<file path="src/rtl/uart_pkg.sv">
// Shared UART definitions: transmitter state encoding, line levels and default frame shape.
// The PARITY state exists only when UART_TX_PARITY_EN is defined.
package uart_pkg;

    localparam logic UART_IDLE_LEVEL  = 1'b1;
    localparam logic UART_START_LEVEL = 1'b0;

    localparam int UART_DEFAULT_DATA_BITS = 8;
    localparam int UART_DEFAULT_STOP_BITS = 1;

    typedef enum logic [2:0] {
        TX_IDLE,
        TX_START,
        TX_DATA,
`ifdef UART_TX_PARITY_EN
        TX_PARITY,
`endif
        TX_STOP
    } uart_tx_state_t;

endpackage

</file>
<file path="src/rtl/uart_tx.sv">
// Baud-tick-driven UART serializer: start bit, LSB-first data, optional even parity, stop bit(s).
// Define UART_TX_PARITY_EN to insert the even-parity bit between data and stop.
module uart_tx
    import uart_pkg::*;
#(
    parameter int DATA_BITS = UART_DEFAULT_DATA_BITS,
    parameter int STOP_BITS = UART_DEFAULT_STOP_BITS
) (
    input  logic                 clk,
    input  logic                 reset,
    input  logic                 baud_clk_posedge,
    input  logic                 start,
    input  logic [DATA_BITS-1:0] data,
    output logic                 tx,
    output logic                 busy,
    output logic                 done
);

    localparam int CNT_W = $clog2(DATA_BITS + 1);
    localparam logic [CNT_W-1:0] LAST_BIT  = CNT_W'(DATA_BITS - 1);
    localparam logic             LAST_STOP = 1'(STOP_BITS - 1);

    uart_tx_state_t       state_q, state_d;
    logic [DATA_BITS-1:0] shreg_q, shreg_d;
    logic [CNT_W-1:0]     bit_cnt_q, bit_cnt_d;
    logic                 stop_cnt_q, stop_cnt_d;
    logic                 tx_q, tx_d;
    logic                 busy_q, busy_d;
    logic                 done_q, done_d;
`ifdef UART_TX_PARITY_EN
    logic                 parity_q, parity_d;
`endif

    // tx is registered, so each tick loads the level for the coming bit period
    always_comb begin
        state_d    = state_q;
        shreg_d    = shreg_q;
        bit_cnt_d  = bit_cnt_q;
        stop_cnt_d = stop_cnt_q;
        tx_d       = tx_q;
        busy_d     = busy_q;
        done_d     = 1'b0;
`ifdef UART_TX_PARITY_EN
        parity_d   = parity_q;
`endif
        if (baud_clk_posedge) begin
            case (state_q)
                TX_IDLE: begin
                    if (start) begin
                        state_d    = TX_START;
                        shreg_d    = data;
                        bit_cnt_d  = '0;
                        stop_cnt_d = 1'b0;
                        tx_d       = UART_START_LEVEL;
                        busy_d     = 1'b1;
`ifdef UART_TX_PARITY_EN
                        parity_d   = ^data;
`endif
                    end
                end
                TX_START: begin
                    state_d = TX_DATA;
                    tx_d    = shreg_q[0];
                end
                TX_DATA: begin
                    shreg_d   = shreg_q >> 1;
                    bit_cnt_d = bit_cnt_q + 1'b1;
                    if (bit_cnt_q == LAST_BIT) begin
`ifdef UART_TX_PARITY_EN
                        state_d = TX_PARITY;
                        tx_d    = parity_q;
`else
                        state_d = TX_STOP;
                        tx_d    = UART_IDLE_LEVEL;
`endif
                    end else begin
                        tx_d = shreg_q[1];
                    end
                end
`ifdef UART_TX_PARITY_EN
                TX_PARITY: begin
                    state_d = TX_STOP;
                    tx_d    = UART_IDLE_LEVEL;
                end
`endif
                TX_STOP: begin
                    if (stop_cnt_q == LAST_STOP) begin
                        state_d = TX_IDLE;
                        tx_d    = UART_IDLE_LEVEL;
                        busy_d  = 1'b0;
                        done_d  = 1'b1;
                    end else begin
                        stop_cnt_d = stop_cnt_q + 1'b1;
                    end
                end
                default: begin
                    state_d = TX_IDLE;
                    tx_d    = UART_IDLE_LEVEL;
                    busy_d  = 1'b0;
                end
            endcase
        end
    end

    always_ff @(posedge clk or negedge reset) begin
        if (!reset) begin
            state_q    <= TX_IDLE;
            shreg_q    <= '0;
            bit_cnt_q  <= '0;
            stop_cnt_q <= 1'b0;
            tx_q       <= UART_IDLE_LEVEL;
            busy_q     <= 1'b0;
            done_q     <= 1'b0;
`ifdef UART_TX_PARITY_EN
            parity_q   <= 1'b0;
`endif
        end else begin
            state_q    <= state_d;
            shreg_q    <= shreg_d;
            bit_cnt_q  <= bit_cnt_d;
            stop_cnt_q <= stop_cnt_d;
            tx_q       <= tx_d;
            busy_q     <= busy_d;
            done_q     <= done_d;
`ifdef UART_TX_PARITY_EN
            parity_q   <= parity_d;
`endif
        end
    end

    assign tx   = tx_q;
    assign busy = busy_q;
    assign done = done_q;

endmodule
</file>
<file path="config.mk">
export PLATFORM = sky130hd
export DESIGN_NAME = uart_tx
export DESIGN_NICKNAME = d
export VERILOG_FILES = /design/src/rtl/uart_pkg.sv /design/src/rtl/uart_tx.sv
export SDC_FILE = /design/constraint.sdc
export NUM_CORES = 1
export LEC_CHECK = 0
export ABC_CLOCK_PERIOD_IN_PS = 1500
export CELL_PAD_IN_SITES_DETAIL_PLACEMENT = 0
export CELL_PAD_IN_SITES_GLOBAL_PLACEMENT = 2
export CORE_MARGIN = 2
export CORE_UTILIZATION = 30
export DETAILED_ROUTE_END_ITERATION = 10
export PLACE_DENSITY_LB_ADDON = 0.1
export SETUP_SLACK_MARGIN = 0.02
export SKIP_CTS_REPAIR_TIMING = 1
export SLEW_MARGIN = 5
export SYNTH_ARGS = -nofsm -noshare
export SYNTH_HDL_FRONTEND = slang
export SYNTH_SLANG_ARGS = --single-unit
</file>
<file path="constraint.sdc">
create_clock -name clk -period 1.5 [get_ports clk]
set_clock_uncertainty 0.1 [all_clocks]
set_input_delay 0.3 -clock clk [delete_from_list [all_inputs] [get_ports clk]]
set_output_delay 0.3 -clock clk [all_outputs]
set_load 0.02 [all_outputs]
</file>
==> results of run 1 <==
[power by group]
group / leakage, uW / internal, uW / switching [uW]
combinational: 0.000426 / 893 / 715
sequential: 0.000211 / 677 / 119
clock: 0.0000150 / 103 / 140
total: 0.000652 / 1670 / 974
[worst max-delay path, delay by kind of cell (launching register included)]
family	cells	cell delay, ns
AO/OA/AOI/OAI	1	0.07
adder cells (fa/ha/maj)	1	0.16
buffers and inverters	2	0.23
flip-flops	1	0.42
multiplexers	1	0.22
AND/OR/NAND/NOR	1	0.21
[per-layer routing]
layer | global-route usage | vias to the layer above | routed length (um)
li1 | - | 370 | -
met1 | 0.172 | 355 | 988
met2 | 0.224 | 4 | 988
met3 | 0.0197 | 2 | 43
met4 | 0.0584 | 0 | 17
met5 | 0 | - | 0
[cell usage in the layout, fill, tap and decap left out, types with 2 or more instances in the layout]
cell type        instances
ha_1                     3
o211ai_2                 2
o21ai_2                  8
buf_6                    5
o21ai_1                  5
nand2b_4                 2
clkbuf_4                 3
nand3_1                  2
clkdlybuf4s50_1         10
dfrtp_1                 16
inv_2                    2
nand3b_1                 3
ha_4                     2
o21ai_0                  6
buf_4                   17
mux2i_1                  8
dlymetal6s2s_1           4
a21oi_1                  2
inv_1                    2
[through the flow]
step | hold slack [ns] | utilization | worst slack, ns
2_1_floorplan | -0.0956 | - | 0.0202
3_3_place_gp | 0.384 | 0.429 | -0.236
3_5_place_dp | 0.402 | 0.429 | -0.272
4_1_cts | 0.224 | 0.438 | -0.340
5_1_grt | 0.243 | 0.480 | -0.0965
6_report | 0.230 | 0.480 | -0.0273
[flip-flops by register name (all words and copies together), names as in the netlist]
| register | cells |
|---|---|
| state_q | 2 |
| done | 1 |
| busy | 1 |
| tx | 1 |
| bit_cnt_q | 4 |
| shreg_q | 8 |
[cell type report]
cell class	instances	area (um^2)	area share
multi-input combinational	57	518	0.381
timing repair buffer	36	334	0.246
clock buffer	4	26.3	0.0193
inverter	4	15.0	0.0110
sequential	17	427	0.314
tap	31	38.8	0.0285
[cells by family after synthesis]
group / share of synthesized area
compound gates: 0.182
fa+ha+maj: 0.0825
buf+inv: 0.0413
flops: 0.469
mux: 0.129
simple gates: 0.0963
[how the worst max path moves through the flow]
| stage | cells after the start | slack, ns | start | to |
|---|---|---|---|---|
| 3_5_place_dp | 4 | -0.27 | baud_clk_posedge | bit_cnt_q[2] |
| 5_1_grt | 6 | -0.1 | state_q[1] | bit_cnt_q[2] |
| 2_1_floorplan | 4 | 0.02 | bit_cnt_q[1] | state_q[1] |
| 4_1_cts | 1 | -0.34 | tx | tx |
| 6_report | 6 | -0.03 | state_q[1] | bit_cnt_q[2] |
| 3_3_place_gp | 4 | -0.24 | baud_clk_posedge | bit_cnt_q[2] |
==> results.yml, run 1 <==
run_status:
  status: "complete, but fails checks"
  violations: "negative setup slack"
placement:
  dp.cells: 142
  place.detailed.hpwl_um: 1510
  port_buffers: 14
  gp_congestion: 0.709
  placed_cell_area_mm2: 0.00121
yosys:
  syn-num-nets: 99
  synthCells: 81
  yosysMostFrequentCell: "dfrtp_1"
  synthTopCellsByCount: "dfrtp_1 (16), o21ai_1 (11), mux2i_1 (8), o21ai_0 (8), ha_1 (6)"
  ys.flop_type: "dfrtp_1"
  ys_ff_latch: 17
  syn_area_per_cell_um2: 11.2
  syn_area_um2: 910
  synth-async-reset-ratio: 1.00
  yosysTopAreaCell: "dfrtp_1"
  synth-seq-area-share: 0.469
  netlist.area_leader.share: 0.440
  synth_edf_count: 0
  ys_warn_count: 0
  ys_types: 28
  synth_area_leaders: "dfrtp_1 (44%), mux2i_1 (8.8%), ha_1 (8.3%)"
timing:
  finalMaxSlewViolations: 0
  setup_viol: 7
  period_needed_ns: 1.53
  worst_slew_pin_slew_ns: 0.363
  setup-tns-final_ns: -0.125
  period_share: 1.02
  hold_viol: 0
  rsz0062_at_grt: "true"
  fmax_mhz: 655
  slew_headroom: 0.757
  layout_setup_ws_ns: -0.0273
min_path:
  hold_class: "in -> async"
routing:
  drtIter0Drc: 7
  wl_per_cell_um: 13.7
  avgViaCountPerCell: 4.91
  vias: 731
  firstDrtPassIters: 3
  totalWireLength_um: 2040
  drc: 0
  antenna_left: 0
clock_network:
  clk_latency_ns: 0.28
  root_buffer: "clkbuf_4"
  htreeDepth: 1
  clk_pin_slew_ns: 0.10
  clk_path_buf_depth: 2
  cts_tree: "done"
  cts.sinks: 17
  cts_made_buffers: 3
die:
  dieWidth_um: 59.1
  ios: 15
  start_util: 0.322
  coreArea_mm2: 0.00283
  rows: 19
  dieArea_mm2: 0.00349
  dieHeight_um: 59.1
global_route:
  grt_pass1_wl_um: 3440
  antenna_found_initial: 0
  grt_usage: 0.134
  overflow: 0
  first_global_vias: 770
  grt_max_degree: 18
worst_setup_path:
  reg2reg_slack_ns: -0.03
  end_kind: "flop"
  cp.arrival_ns: 1.60
  worstSetupPathType: "reg -> reg"
  start_kind: "flop"
  reg2regPathDepth: 6
  critPathMaxFanout: 6
  cp_slowest_stage_delay_ns: 0.42
  reg2reg_to: "bit_cnt_q[2]"
  cp_slowest_cell: "dfrtp_1"
  r2r_start: "state_q[1]"
  required_ns: 1.57
  cp_cell_sequence: "inv_2 -> ha_4 -> mux2i_1 -> nand2b_4 -> buf_6 -> o211ai_2"
finish:
  stdcell_area_mm2: 0.00136
  layoutNonFillerInstCount: 149
  nFillCells: 281
  drive_above_1_share: 0.398
  fin_nets: 137
  syn_to_final_growth_pct: 49.4
  n_antenna_cell: 0
power_and_ir_drop:
  p_total_uw: 2650
  power_density_mw_per_mm2: 1950
  p_leak_uw: 0.000652
  irDropWorstVdd_uv: 1060
job:
  cap_violations: 0
Note: power is estimated with default switching activity, not from simulation.
==> inputs of run 2 (changes only) <==
PLACE_DENSITY = 0.72   (was unset)
PLACE_DENSITY_LB_ADDON = unset   (was 0.1)
==> results.yml, run 2 (synthesized netlist as in run 1, its figures left out) <==
worst_setup_path:
  reg2reg_to: "bit_cnt_q[2]"
  reg2reg_slack_ns: -0.02
  start_kind: "flop"
  critPathMaxFanout: 6
  required_ns: 1.58
  cp-startpoint: "state_q[1]"
  cp.arrival_ns: 1.61
  r2r_start: "state_q[1]"
  end_kind: "flop"
  crit_path_end: "bit_cnt_q[2]"
  worstSetupPathType: "reg -> reg"
  reg2regPathDepth: 6
routing:
  totalWireLength_um: 2080
  wl_per_cell_um: 13.9
  drc: 0
  avgViaCountPerCell: 5.09
  antenna_left: 0
  drtIter0Drc: 5
  vias: 758
  firstDrtPassIters: 4
finish:
  reg_top3: "shreg_q (8), bit_cnt_q (4), state_q (2)"
  final_cell_mix: "buf_4 (17), dfrtp_1 (16), clkdlybuf4s50_1 (11)"
  register_area_um2: 427
  syn_to_final_growth_pct: 47.7
  nFillCells: 266
  max_flop_register: "shreg_q"
  final_common_cell: "buf_4"
  fin_nets: 137
  stdcell_area_mm2: 0.00134
  n_antenna_cell: 0
  drive_above_1_share: 0.415
  multi_input_area_um2: 512
  largest_reg_flops: 8
die:
  rows: 19
  dieHeight_um: 59.1
  coreArea_mm2: 0.00283
  dieArea_mm2: 0.00349
  start_util: 0.322
  dieWidth_um: 59.1
  ios: 15
run_status:
  status: "complete, but fails checks"
  violations: "negative setup slack"
clock_network:
  cts.sinks: 17
  clk_latency_ns: 0.29
  htreeDepth: 1
  root_buffer: "clkbuf_4"
  cts_tree: "done"
  clk_pin_slew_ns: 0.10
  cts_made_buffers: 3
  clk_path_buf_depth: 2
power_and_ir_drop:
  p_leak_uw: 0.000627
  power_density_mw_per_mm2: 1930
  irDropWorstVdd_uv: 939
placement:
  placed_cell_area_mm2: 0.00122
  place.detailed.hpwl_um: 1410
  gp_congestion: 0.750
  post-place-ws_ns: -0.184
  port_buffers: 14
timing:
  rsz0062_at_grt: "true"
  slew_headroom: 0.804
  hold_viol: 0
  finalMaxSlewViolations: 0
  worst_slew_pin_slew_ns: 0.293
  setup_viol: 11
  fmax_mhz: 657
  layout_setup_ws_ns: -0.0217
  period_needed_ns: 1.52
  period_share: 1.01
global_route:
  first_global_vias: 733
  grt_max_degree: 18
  overflow: 0
  grt_pass1_wl_um: 3290
  grt_usage: 0.126
  antenna_found_initial: 0
min_path:
  hold_class: "in -> async"
job:
  cap_violations: 0
[run 2: cell types whose count changed in the layout (fill, tap and decap cells not counted), sizes merged]
cell	previous run	this run
clkinv	0	1
clkdlybuf4s50	10	11
dlymetal6s2s	4	2
[run 2: worst min-delay path by stage]
stage                     cells after the start      endpoint  slack [ns]  startpoint
after global placement                        1          busy        0.38        busy
final                                         2    shreg_q[3]        0.23       reset
after global routing                          2    shreg_q[3]        0.23       reset
after floorplan                               0  bit_cnt_q[0]        -0.1       reset
after CTS                                     2    shreg_q[1]        0.24       reset
after detailed placement                      1          busy        0.38        busy
[run 2: where the power goes]
part	internal (uW)	switching (uW)	total, uW
sequential	678	132	809
clock	99.2	146	246
combinational	841	696	1540
total	1620	974	2590
[run 2: area by class of cell]
class                   count  share of cell area
clock inverters             1             0.00372
well taps                  31              0.0289
repair buffers             36               0.241
multi-input cells          57               0.381
inverters                   4              0.0112
flip-flops and latches     17               0.318
clock buffers               3              0.0168
[run 2: layer usage]
metal | track usage | part of all wire | vias to the layer above | routed length, um
met5 | 0 | 0 | - | 0
met4 | 0.0195 | 0.0067 | 0 | 14
met3 | 0.0459 | 0.054 | 2 | 113
met2 | 0.198 | 0.50 | 18 | 1040
met1 | 0.168 | 0.44 | 370 | 913
li1 | - | - | 368 | -
[run 2: worst max-delay path, cell delays in order, from the launching register on]
cell and delay, ns:
dfrtp_1 0.42, buf_6 0.14, ha_4 0.17, mux2i_2 0.18
nand2b_4 0.20, buf_6 0.13, o211ai_2 0.07
[run 2: through the flow]
stage          utilization  total power [uW]  hold slack, ns  std cells  setup TNS (ns)
2_1_floorplan            -              1580         -0.0956         81               0
3_3_place_gp         0.432              2110           0.384        143           -1.81
3_5_place_dp         0.432              2130           0.385        143           -2.18
4_1_cts              0.441              2390           0.241        147           -1.59
5_1_grt              0.475              2820           0.233        149          -0.998
6_report             0.475              2590           0.231        149          -0.131
==> inputs of run 3 (changes only) <==
ABC_AREA = 1   (was unset)
CORE_UTILIZATION = 29   (was 30)
PLACE_DENSITY = 0.73   (was 0.72)
==> results.yml, run 3 <==
routing:
  totalWireLength_um: 2090
  wl_per_cell_um: 11.5
  firstDrtPassIters: 4
  antenna_left: 0
  drc: 0
  avgViaCountPerCell: 4.27
  vias: 778
  drtIter0Drc: 28
worst_setup_path:
  critPathMaxFanout: 5
  reg2reg_slack_ns: 0.05
  end_kind: "flop"
  start_kind: "flop"
  cp-startpoint: "state_q[1]"
  cp.arrival_ns: 1.55
  r2r_start: "state_q[1]"
  required_ns: 1.60
  worstSetupPathType: "reg -> reg"
power_and_ir_drop:
  seq_power_share: 0.306
  irDropWorstVdd_uv: 667
  p_leak_uw: 0.000673
  p_comb_frac: 0.592
  power_density_mw_per_mm2: 1800
  p_switching_uw: 1110
  cell_internal_pwr_uw: 1450
  p_total_uw: 2560
  p_sw_frac: 0.433
  clockPowerShare: 0.102
global_route:
  grt_max_degree: 23
  grt_pass1_wl_um: 3140
  overflow: 0
  antenna_found_initial: 0
  first_global_vias: 708
  grt_usage: 0.116
timing:
  finalMaxSlewViolations: 0
  setup-tns-final_ns: 0
  period_share: 0.966
  slew_headroom: 0.844
  hold_viol: 0
  rsz0062_at_grt: "true"
  fmax_mhz: 690
  period_needed_ns: 1.45
  worst_slew_pin_slew_ns: 0.234
  setup_viol: 0
yosys:
  synth_top_family_by_area: "simple AND/OR/NAND/NOR gates"
  synthAdderAreaFrac: 0.0777
  syn_area_um2: 966
  ys_ff_latch: 17
  syn_area_per_cell_um2: 9.29
  synthTopCellsByCount: "nand2_1 (26), dfrtp_1 (16), o21ai_2 (11)"
  ys.flop_type: "dfrtp_1"
  synth-async-reset-ratio: 1.00
  synth_area_leaders: "dfrtp_1 (41%), nand2_1 (10%), o21ai_2 (10%)"
  yosys.area_share.simple: 0.246
  synthCells: 104
  synth-compound-area-share: 0.165
  synth_edf_count: 0
  synth.area.mux_share: 0
  ys_warn_count: 0
  yosysMostFrequentCell: "nand2_1"
  netlist.area_leader.share: 0.415
  synth-seq-area-share: 0.442
  syn-num-nets: 122
  ys_types: 22
  synth_xor_area_frac: 0
  yosysTopAreaCell: "dfrtp_1"
die:
  start_util: 0.311
  coreArea_mm2: 0.00310
  ios: 15
  dieWidth_um: 61.7
  dieHeight_um: 61.7
  dieArea_mm2: 0.00381
  rows: 20
finish:
  n_antenna_cell: 0
  drive_above_1_share: 0.420
  final_cell_mix: "nand2_1 (24), dfrtp_1 (15), o21ai_2 (14)"
  final_common_cell: "nand2_1"
  syn_to_final_growth_pct: 46.6
  fin_nets: 157
  final_util: 0.456
  largest_reg_flops: 8
  reg_top3: "shreg_q (8), bit_cnt_q (4), state_q (2)"
  max_flop_register: "shreg_q"
  nFillCells: 329
  stdcell_area_mm2: 0.00142
clock_network:
  root_buffer: "clkbuf_4"
  cts_tree: "done"
  clk_latency_ns: 0.30
  htreeDepth: 1
  cts_made_buffers: 3
  cts.sinks: 17
  clk_path_buf_depth: 2
  clk_pin_slew_ns: 0.11
run_status:
  status: "finished, final reports clean"
placement:
  placed_cell_area_mm2: 0.00122
  place.detailed.hpwl_um: 1370
  gp_congestion: 0.736
  port_buffers: 14
job:
  cap_violations: 0
min_path:
  hold_class: "in -> async"
==> run 3: cell count changes after synthesis, sizes merged, moves of 2 or more <==
cell    change
a21oi       -2
nand3       +4
or2         +7
inv         +5
mux2        -3
o211ai      -2
o21ai       +3
nand2      +28
nand3b      -3
nand2b      -3
mux2i       -8
==> run 3: per-layer routing <==
metal | track usage | up-vias | wire (um)
met5 | 0 | - | 0
met1 | 0.157 | 355 | 945
met4 | 0.0638 | 0 | 44
li1 | - | 407 | -
met2 | 0.168 | 11 | 1040
met3 | 0.0290 | 5 | 59
==> run 3: kinds of logic (layout without fill, tap and decap cells) <==
family	Yosys count	in the layout
AO/OA/AOI/OAI	23	23
buffers and inverters	12	44
flip-flops	17	17
adder cells (fa/ha/maj)	6	6
AND/OR/NAND/NOR	46	48
==> run 3: critical path, stage by stage, from the launching register on <==
cell,delay [ns]
dfrtp_2,0.46
inv_2,0.09
ha_4,0.13
inv_4,0.04
nor2_4,0.14
nor2_8,0.07
buf_6,0.12
buf_6,0.11
nand2_2,0.05
o21ai_2,0.04
==> run 3: area by class of cell <==
class | count | area [um^2] | share of cell area
clock buffer | 4 | 26.3 | 0.0186
timing repair buffer | 31 | 292 | 0.206
sequential | 17 | 428 | 0.302
multi-input combinational | 77 | 579 | 0.409
tap | 44 | 55.1 | 0.0389
inverter | 9 | 36.3 | 0.0256
==> run 3: power by group through the flow <==
stage,Combinational [uW],Sequential (uW),Clock [uW]
finish,1510,782,260
global route,1670,820,294
CTS,1140,766,268
detailed placement,1140,775,0
global placement,1130,769,0
floorplan,753,795,0
==> run 3: final timing paths <==
| check | to | cells past startpoint |
|---|---|---|
| max reg2reg | bit_cnt_q[0] | 9 |
| max in group asynchronous | tx | 2 |
| min | busy | 2 |
| max | bit_cnt_q[0] | 9 |
| min in group clk | shreg_q[7] | 2 |
| min reg2reg | shreg_q[7] | 2 |
==> run 3: per-stage QoR <==
stage                     setup slack (ns)  instances  hold WS [ns]
final                               0.0517        182         0.214
after global routing               -0.0199        182         0.213
after global placement             -0.0819        172         0.361
after floorplan                     0.0621        104       -0.0956
after detailed placement           -0.0946        172         0.370
after CTS                           -0.344        176         0.223
